<file path="src/rtl/uart_pkg.sv">
// Shared configuration constants for the UART: baud divisor, address window,
// FSM state encoding shared by TX and RX, and status-word field positions.
package configure;

    localparam int unsigned clks_per_bit   = 172;
    localparam logic [31:0] uart_base_addr = 32'h8000_0000;
    localparam logic [31:0] uart_top_addr  = 32'h8000_0003;

    localparam int unsigned cnt_w = $clog2(clks_per_bit + 1);
    localparam logic [cnt_w-1:0] bit_last = cnt_w'(clks_per_bit);
    localparam logic [cnt_w-1:0] bit_half = cnt_w'(clks_per_bit / 2);

    localparam int RXV = 8;
    localparam int TXB = 9;
    localparam int OVR = 10;

    typedef enum logic [1:0] {IDLE, START, DATA, STOP} uart_state_t;

endpackage

</file>
<file path="src/rtl/uart_rx.sv">
// UART receiver: two-flop synchroniser on rx followed by an 8N1 deframer.
// Emits the received byte with a one-cycle done pulse on a valid stop bit.
module uart_rx
    import configure::*;
(
    input  logic       clock,
    input  logic       reset,
    input  logic       rx,
    output logic [7:0] data,
    output logic       done
);

    logic             sync_a, sync_b, sync_prev;
    uart_state_t      state, state_next;
    logic [cnt_w-1:0] cnt, cnt_next;
    logic [2:0]       bit_idx, bit_idx_next;
    logic [7:0]       shift, shift_next;
    logic [7:0]       data_next;
    logic             done_next;

    always_ff @(posedge clock or negedge reset) begin
        if (!reset) begin
            sync_a    <= 1'b1;
            sync_b    <= 1'b1;
            sync_prev <= 1'b1;
            state     <= IDLE;
            cnt       <= '0;
            bit_idx   <= '0;
            shift     <= '0;
            data      <= '0;
            done      <= 1'b0;
        end else begin
            sync_a    <= rx;
            sync_b    <= sync_a;
            sync_prev <= sync_b;
            state     <= state_next;
            cnt       <= cnt_next;
            bit_idx   <= bit_idx_next;
            shift     <= shift_next;
            data      <= data_next;
            done      <= done_next;
        end
    end

    always_comb begin
        state_next   = state;
        cnt_next     = cnt + 1'b1;
        bit_idx_next = bit_idx;
        shift_next   = shift;
        data_next    = data;
        done_next    = 1'b0;
        unique case (state)
            IDLE: begin
                cnt_next = '0;
                // Only a falling edge starts a frame, so a line held low
                // after a framing error does not retrigger.
                if (sync_prev && !sync_b) state_next = START;
            end
            START: begin
                if (cnt == bit_half) begin
                    cnt_next     = '0;
                    bit_idx_next = '0;
                    state_next   = sync_b ? IDLE : DATA;
                end
            end
            DATA: begin
                if (cnt == bit_last) begin
                    cnt_next     = '0;
                    shift_next   = {sync_b, shift[7:1]};
                    bit_idx_next = bit_idx + 3'd1;
                    if (bit_idx == 3'd7) state_next = STOP;
                end
            end
            STOP: begin
                if (cnt == bit_last) begin
                    cnt_next   = '0;
                    state_next = IDLE;
                    if (sync_b) begin
                        done_next = 1'b1;
                        data_next = shift;
                    end
                end
            end
            default: state_next = IDLE;
        endcase
    end

endmodule

</file>
<file path="src/rtl/uart.sv">
// Memory-mapped 8N1 UART: bus handshake, status register and TX serialiser,
// with the receive path delegated to uart_rx.
module uart
    import configure::*;
(
    input  logic        reset,
    input  logic        clock,
    input  logic        uart_valid,
    input  logic        uart_instr,
    input  logic [31:0] uart_addr,
    input  logic [31:0] uart_wdata,
    input  logic [3:0]  uart_wstrb,
    output logic [31:0] uart_rdata,
    output logic        uart_ready,
    input  logic        uart_rx,
    output logic        uart_tx
);

    uart_state_t      tx_state, tx_state_next;
    logic [cnt_w-1:0] tx_cnt, tx_cnt_next;
    logic [2:0]       tx_bit, tx_bit_next;
    logic [7:0]       tx_shift, tx_shift_next;
    logic             tx_next;

    logic [7:0]  rx_byte, rx_data;
    logic        rx_done, rx_valid, overrun;
    logic [31:0] status;
    logic        tx_last, tx_free, req, accept_wr, accept_rd, clear_flags;
    logic        unused_bits;

    assign unused_bits = ^{uart_addr, uart_wdata[31:8]};

    uart_rx u_rx (
        .clock (clock),
        .reset (reset),
        .rx    (uart_rx),
        .data  (rx_byte),
        .done  (rx_done)
    );

    // A write may land in the last STOP cycle so back-to-back frames abut.
    assign tx_last     = (tx_cnt == bit_last);
    assign tx_free     = (tx_state == IDLE) || (tx_state == STOP && tx_last);
    assign req         = uart_valid && !uart_ready;
    assign accept_wr   = req && (|uart_wstrb) && tx_free;
    assign accept_rd   = req && !(|uart_wstrb);
    assign clear_flags = accept_rd && !uart_instr;

    always_comb begin
        status        = '0;
        status[7:0]   = rx_data;
        status[RXV]   = rx_valid;
        status[TXB]   = (tx_state != IDLE);
        status[OVR]   = overrun;
    end

    always_comb begin
        tx_state_next = tx_state;
        tx_cnt_next   = tx_cnt + 1'b1;
        tx_bit_next   = tx_bit;
        tx_shift_next = tx_shift;
        unique case (tx_state)
            IDLE: tx_cnt_next = '0;
            START: begin
                if (tx_last) begin
                    tx_state_next = DATA;
                    tx_cnt_next   = '0;
                    tx_bit_next   = '0;
                end
            end
            DATA: begin
                if (tx_last) begin
                    tx_cnt_next   = '0;
                    tx_shift_next = {1'b0, tx_shift[7:1]};
                    tx_bit_next   = tx_bit + 3'd1;
                    if (tx_bit == 3'd7) tx_state_next = STOP;
                end
            end
            STOP: begin
                if (tx_last) begin
                    tx_state_next = IDLE;
                    tx_cnt_next   = '0;
                end
            end
            default: tx_state_next = IDLE;
        endcase
        if (accept_wr) begin
            tx_state_next = START;
            tx_cnt_next   = '0;
            tx_shift_next = uart_wdata[7:0];
        end
        unique case (tx_state_next)
            START:   tx_next = 1'b0;
            DATA:    tx_next = tx_shift_next[0];
            default: tx_next = 1'b1;
        endcase
    end

    always_ff @(posedge clock or negedge reset) begin
        if (!reset) begin
            tx_state   <= IDLE;
            tx_cnt     <= '0;
            tx_bit     <= '0;
            tx_shift   <= '0;
            uart_tx    <= 1'b1;
            uart_ready <= 1'b0;
            uart_rdata <= '0;
            rx_data    <= '0;
            rx_valid   <= 1'b0;
            overrun    <= 1'b0;
        end else begin
            tx_state   <= tx_state_next;
            tx_cnt     <= tx_cnt_next;
            tx_bit     <= tx_bit_next;
            tx_shift   <= tx_shift_next;
            uart_tx    <= tx_next;
            uart_ready <= accept_wr || accept_rd;
            if (accept_rd) uart_rdata <= uart_instr ? 32'd0 : status;
            if (clear_flags) begin
                rx_valid <= 1'b0;
                overrun  <= 1'b0;
            end
            // A byte completing under a read's clear survives; the read sees old data.
            if (rx_done) begin
                rx_data  <= rx_byte;
                rx_valid <= 1'b1;
                if (rx_valid && !clear_flags) overrun <= 1'b1;
            end
        end
    end

endmodule

</file>
<file path="config.mk">
export PLATFORM = sky130hd
export DESIGN_NAME = uart
export DESIGN_NICKNAME = d
export VERILOG_FILES = /design/src/rtl/uart_pkg.sv /design/src/rtl/uart_rx.sv /design/src/rtl/uart.sv
export SDC_FILE = /design/constraint.sdc
export NUM_CORES = 1
export LEC_CHECK = 0
export CAP_MARGIN = 20
export CORE_MARGIN = 10
export CORE_UTILIZATION = 43
export CTS_CLUSTER_SIZE = 10
export DETAILED_ROUTE_END_ITERATION = 8
export GPL_ROUTABILITY_DRIVEN = 0
export PLACE_DENSITY = 0.87
export SLEW_MARGIN = 20
export SYNTH_ARGS = -nofsm -noshare
export SYNTH_HDL_FRONTEND = slang
export SYNTH_SLANG_ARGS = --single-unit
</file>
<file path="constraint.sdc">
create_clock -name clock -period 2 [get_ports clock]
set_input_delay 0.5 -clock clock [delete_from_list [all_inputs] [get_ports clock]]
set_output_delay 0.5 -clock clock [all_outputs]
set_load 0.005 [all_outputs]
</file>
Word level (Yosys, flattened, before mapping)
Cells that the tools add are included.
- flip-flop bits (word level): 98
- input bits: 73
- output and inout port bits: 34
- logic and storage cells: 114
- add/subtract/negate cells: 4
- eq/ne operators: 20
- multiplexer cells: 38
- reduce and logical (&&, ||, !) cells: 32
- operator list (cell ; count):
    8-bit 2-to-1 mux ; 7
    8-bit case mux with 3 select lines ; 1
    2-bit 2-to-1 mux ; 11
    8-bit by 1-bit adder with 8-bit output, second input constant ; 2
    8-bit equality test, second input constant ; 2
    8-bit case mux with 2 select lines ; 1
    3-bit 2-to-1 mux ; 4
    3-bit case mux with 2 select lines ; 2
    2-bit nonzero test ; 6
    11-bit 2-to-1 mux ; 1
    2-bit equality test, second input constant ; 5
    2-bit by 1-bit != test with 1-bit output, second input constant ; 5
    3-bit AND reduction ; 3
    8-bit by 7-bit equality test with 1-bit output, second input constant ; 1
    1-bit logical AND ; 8
    1-bit 2-to-1 mux ; 8
    2-bit case mux with 4 select lines ; 1
    3-bit by 1-bit adder with 3-bit output, second input constant ; 2
    2-bit by 1-bit equality test with 1-bit output, second input constant ; 3
    3-bit equality test, second input constant ; 2
    2-bit case mux with 3 select lines ; 1
    1-bit logical NOT ; 5
    5-bit AND reduction ; 1
    2-bit logical NOT ; 2
    other kinds (7) ; 10

Longest topological paths before layout
- depth in word-level cells: 8
- gate-level depth with buffers: 7
- gate-level depth less buffers: 6

Modules after synthesis
Synthesis repeated with hierarchy kept, for this count alone.
- cells, all modules: 341
- area, all modules: 3792.4 um2
- by module, submodules not included (module ; times used ; cells an instance ; area each (um2) ; sequential area each (um2)):
    uart ; 1 ; 230 ; 2292.2 ; 1102.3
    uart_rx ; 1 ; 111 ; 1500.2 ; 829.5

Least setup slack after synthesis
OpenSTA, ideal clock, no wires.
- path type: register to register
- start: register tx_cnt[4]
- end: register tx_shift[0]
- setup time: 0.125 ns
- arrival: 1.746 ns
- required time: 1.875 ns
- path slack: 0.129 ns
- cell stages (with the launch flop): 5
- buffers on the path: 0
- clock period less this slack: 1.871 ns
- cell sequence: dfrtp_1 -> or3b_4 -> nor4_4 -> mux2_1 -> mux2_4
- longest elaborated chain between the ends: 5
- elaborated cells between the ends (all ways): 7
- those cells by class: eq/ne (1); mux (3); reduce/logical (3)
- RTL lines (element ; RTL line ; text):
    start, declared ; uart.sv:20 ; logic [cnt_w-1:0] tx_cnt, tx_cnt_next;
    start signal, assigned ; uart.sv:113 ; tx_cnt <= tx_cnt_next;
    8-bit equality test * ; uart.sv:42 ; assign tx_last = (tx_cnt == bit_last);
    1-bit logical AND ; uart.sv:43 ; assign tx_free = (tx_state == IDLE) || (tx_state == STOP && tx_last);
    1-bit logical OR ; uart.sv:43 ;
    1-bit logical AND ; uart.sv:45 ; assign accept_wr = req && (|uart_wstrb) && tx_free;
    8-bit 2-to-1 mux * ; uart.sv:87 ; if (accept_wr) begin
    named net tx_shift_next[0] ; uart.sv:22 ; logic [7:0] tx_shift, tx_shift_next;
    end signal, assigned ; uart.sv:115 ; tx_shift <= tx_shift_next;
    end, declared ; uart.sv:22 ;
The timed path passes the listed nets; every way through them passes the cells marked *. The select of a mux whose other input is x is not followed.
A chain may end at the register's enable or synchronous reset.

Worst setup path in the final report
- start: register tx_cnt[6]
- end: register tx_shift[0]
Same word-level chain as after synthesis.

==> out/qor.csv <==
metric;value;unit
Setup Buffers After CTS;0;
maximum vdd ir drop;379.9;µV
Antenna Nets Post-Route;0;
die area;0.01275;mm²
crit-path cells;or3b_4 > o31ai_1 > and2_4 > mux2_4;
via count;2457;
FF+latch count, synth;77;
htree depth;3;
Period Utilization, post-route;0.9396;
P&R area growth vs syn;18.14;%
number of flops mapped to enable cells by yosys;0;
Cells after Synth;331;
core box area;0.008299;mm²
clock insertion delay at the later pin of the skew report;0.34;ns
clock skew;0.01058;ns
ys flop type;dfrtp_1;
Synth top cells by count;dfrtp_1, nand2_1, buf_4, nor2_1, mux2_2;
hpwl dp;5.122;mm
Avg Inst Size Synth;11.21;µm²
GRT Util Overall;0.1113;
register area share after synthesis;0.5206;
Leakage Power;2.064;nW
# rows;33;
Pwr Density;904.6;mW/mm²
Final Hold Fails;0;
Clock Sinks;77;
WP data arrival;2.11;ns
antenna cell count;0;
Worst Path Required;2.23;ns
RSZ-0062 raised after global routing;false;
crit path launch type;flip-flop;
layout cell share with drive strength beyond 1;0.1728;
DR pass1 iterations;4;
Max Root-Sink Buffers;2;
Post-synth ARST share;1.000;
status;finished, final reports clean;
most common cell in the netlist;dfrtp_1;
fin util;0.5283;
final setup fails;0;
average wire per standard cell;14.08;µm
worst-margin pin slew;0.5317;ns
via/cell ratio;5.045;
Post-Syn Area;0.003711;mm²
final total power;3.966;mW
Max Slew Vio Count;0;
Synth cell types;52;
Post-Route WL;6.856;mm
max-cap viol count;0;
crit path time final;1.879;ns
CTS clk-pin slew, worst paths;0.08;ns
DRC;0;
CTS tree;yes;
CP max stage cell;or3b_4;
crit-path max FO;9;
post-synth top area share;0.4922;
die height;112.9;µm
pin count of the biggest net entering global routing;38;
FMAX;532.1;MHz
total global routing overflow;0;
Synth area leaders;dfrtp_1, mux2_2, buf_4, ha_1, dfstp_2;
PortBufs;29;
I/O Pins;107;
initial antenna violation count;0;
die width;112.9;µm
CTS Buf Count;9;
Root Driver;clkbuf_8;
vias in the first global route;2511;
Initial Util;0.4472;
first-pass GRT wire length;11.92;mm
Hold Crit Class;input port to asynchronous set/reset pin;
Crit path largest cell delay;0.44;ns
Slew HR;0.6455;
synth warn;0;
nets;463;
Setup CP Type;flip-flop to flip-flop;
crit end category;flip-flop;
Synth area leader;dfrtp_1;
Iter 0 DRT Violations;88;
-- flip-flops by register name (all words and copies together) (netlist names), named ones only --
signal / flops
u_rx.done: 1
rx_data: 8
u_rx.sync_b: 1
u_rx.data: 8
u_rx.bit_idx: 3
uart_ready: 1
u_rx.shift: 8
uart_tx: 1
u_rx.state: 1
tx_state: 2
tx_cnt: 8
tx_bit: 3
u_rx.sync_a: 1
uart_rdata: 11
rx_valid: 1
overrun: 1
u_rx.sync_prev: 1
tx_shift: 8
u_rx.cnt: 8
-- stage by stage --
step | cells | TNS, ns | instance area (µm²) | setup WS [ns] | hold WS, ns
floorplan | 351 | 0 | 3786 | 0.1285 | 0.2044
global placement | 471 | -1.678 | 4170 | -0.1970 | 0.3463
detailed placement | 471 | -2.294 | 4170 | -0.2280 | 0.3478
CTS | 487 | 0 | 4383 | 0.09553 | 0.1324
global route | 487 | 0 | 4384 | 0.01556 | 0.1418
finish | 487 | 0 | 4384 | 0.1208 | 0.1283
-- placed cells by master, fill, tap and decap left out, types with 2 or more instances in the layout --
master            n
and2_1            7
clkbuf_8         12
conb_1           21
a22o_1            5
ha_1             13
buf_4            17
nand4_1           6
o221ai_1          3
xnor2_1           4
nand2_1          28
o21ai_1           2
nor3_1            3
nor2_1           20
dfstp_2           4
o21ai_0          15
nor2b_1           3
a221o_1           7
a21oi_1           2
or2_2             2
buf_12            3
nand3_1           8
inv_1            11
mux2_2           16
xor2_1            9
nand2b_1         15
nand3b_1          2
and3_1            3
o31ai_1           4
mux2_1            9
a31oi_1           2
clkdlybuf4s50_1  28
dfrtp_1          73
-- layer usage --
metal,wire [µm],up-vias,GRT usage
met2,3392,44,0.1824
met4,61,0,0.03299
met3,401,8,0.04120
li1,-,1195,-
met5,0,-,0
met1,3002,1210,0.1333
-- logic make-up after synthesis --
kind of cell,share of synthesized area
flip-flops,0.5206
other,0.001010
XOR/XNOR,0.03068
buffers and inverters,0.07047
adder cells (fa/ha/maj),0.04383
AND/OR/NAND/NOR,0.1548
multiplexers,0.08260
AO/OA/AOI/OAI,0.09609
-- power by group --
group	switching, mW	total, mW	internal [mW]
combinational	0.463	0.863	0.401
clock	0.540	1.22	0.678
sequential	0.145	1.88	1.74
-- critical path: cells and delay by family, from the launching register on --
kind             cells  cell delay (ns)
AND/OR/NAND/NOR      2             0.71
flip-flops           1             0.42
multiplexers         1             0.31
AO/OA/AOI/OAI        1             0.33
-- path summary, 6_finish.rpt --
path,slack (ns),start,cells after the start,end
max,0.12,tx_cnt[6],4,tx_shift[0]
min,0.13,reset,1,uart_rdata[10]
max reg2reg,0.12,tx_cnt[6],4,tx_shift[0]
min reg2reg,0.36,u_rx.sync_a,0,u_rx.sync_b
max in group asynchronous,1.29,reset,2,u_rx.sync_a
min in group clock,0.36,u_rx.sync_a,0,u_rx.sync_b
-- cell type report --
class                      instances  area (µm²)
fill                             694        3915
sequential                        77        1932
multi-input combinational        229        1595
timing repair buffer              49       473.0
clock buffer                      13       168.9
tap                              105       131.4
clock inverter                     3       42.54
inverter                          11       41.29
-- timing repair --
action	CTS	global route
endpoints found under the setup margin	1	1
resized for setup	1	1
hold buffers	0	0
Power figures use the tool's default switching activity.
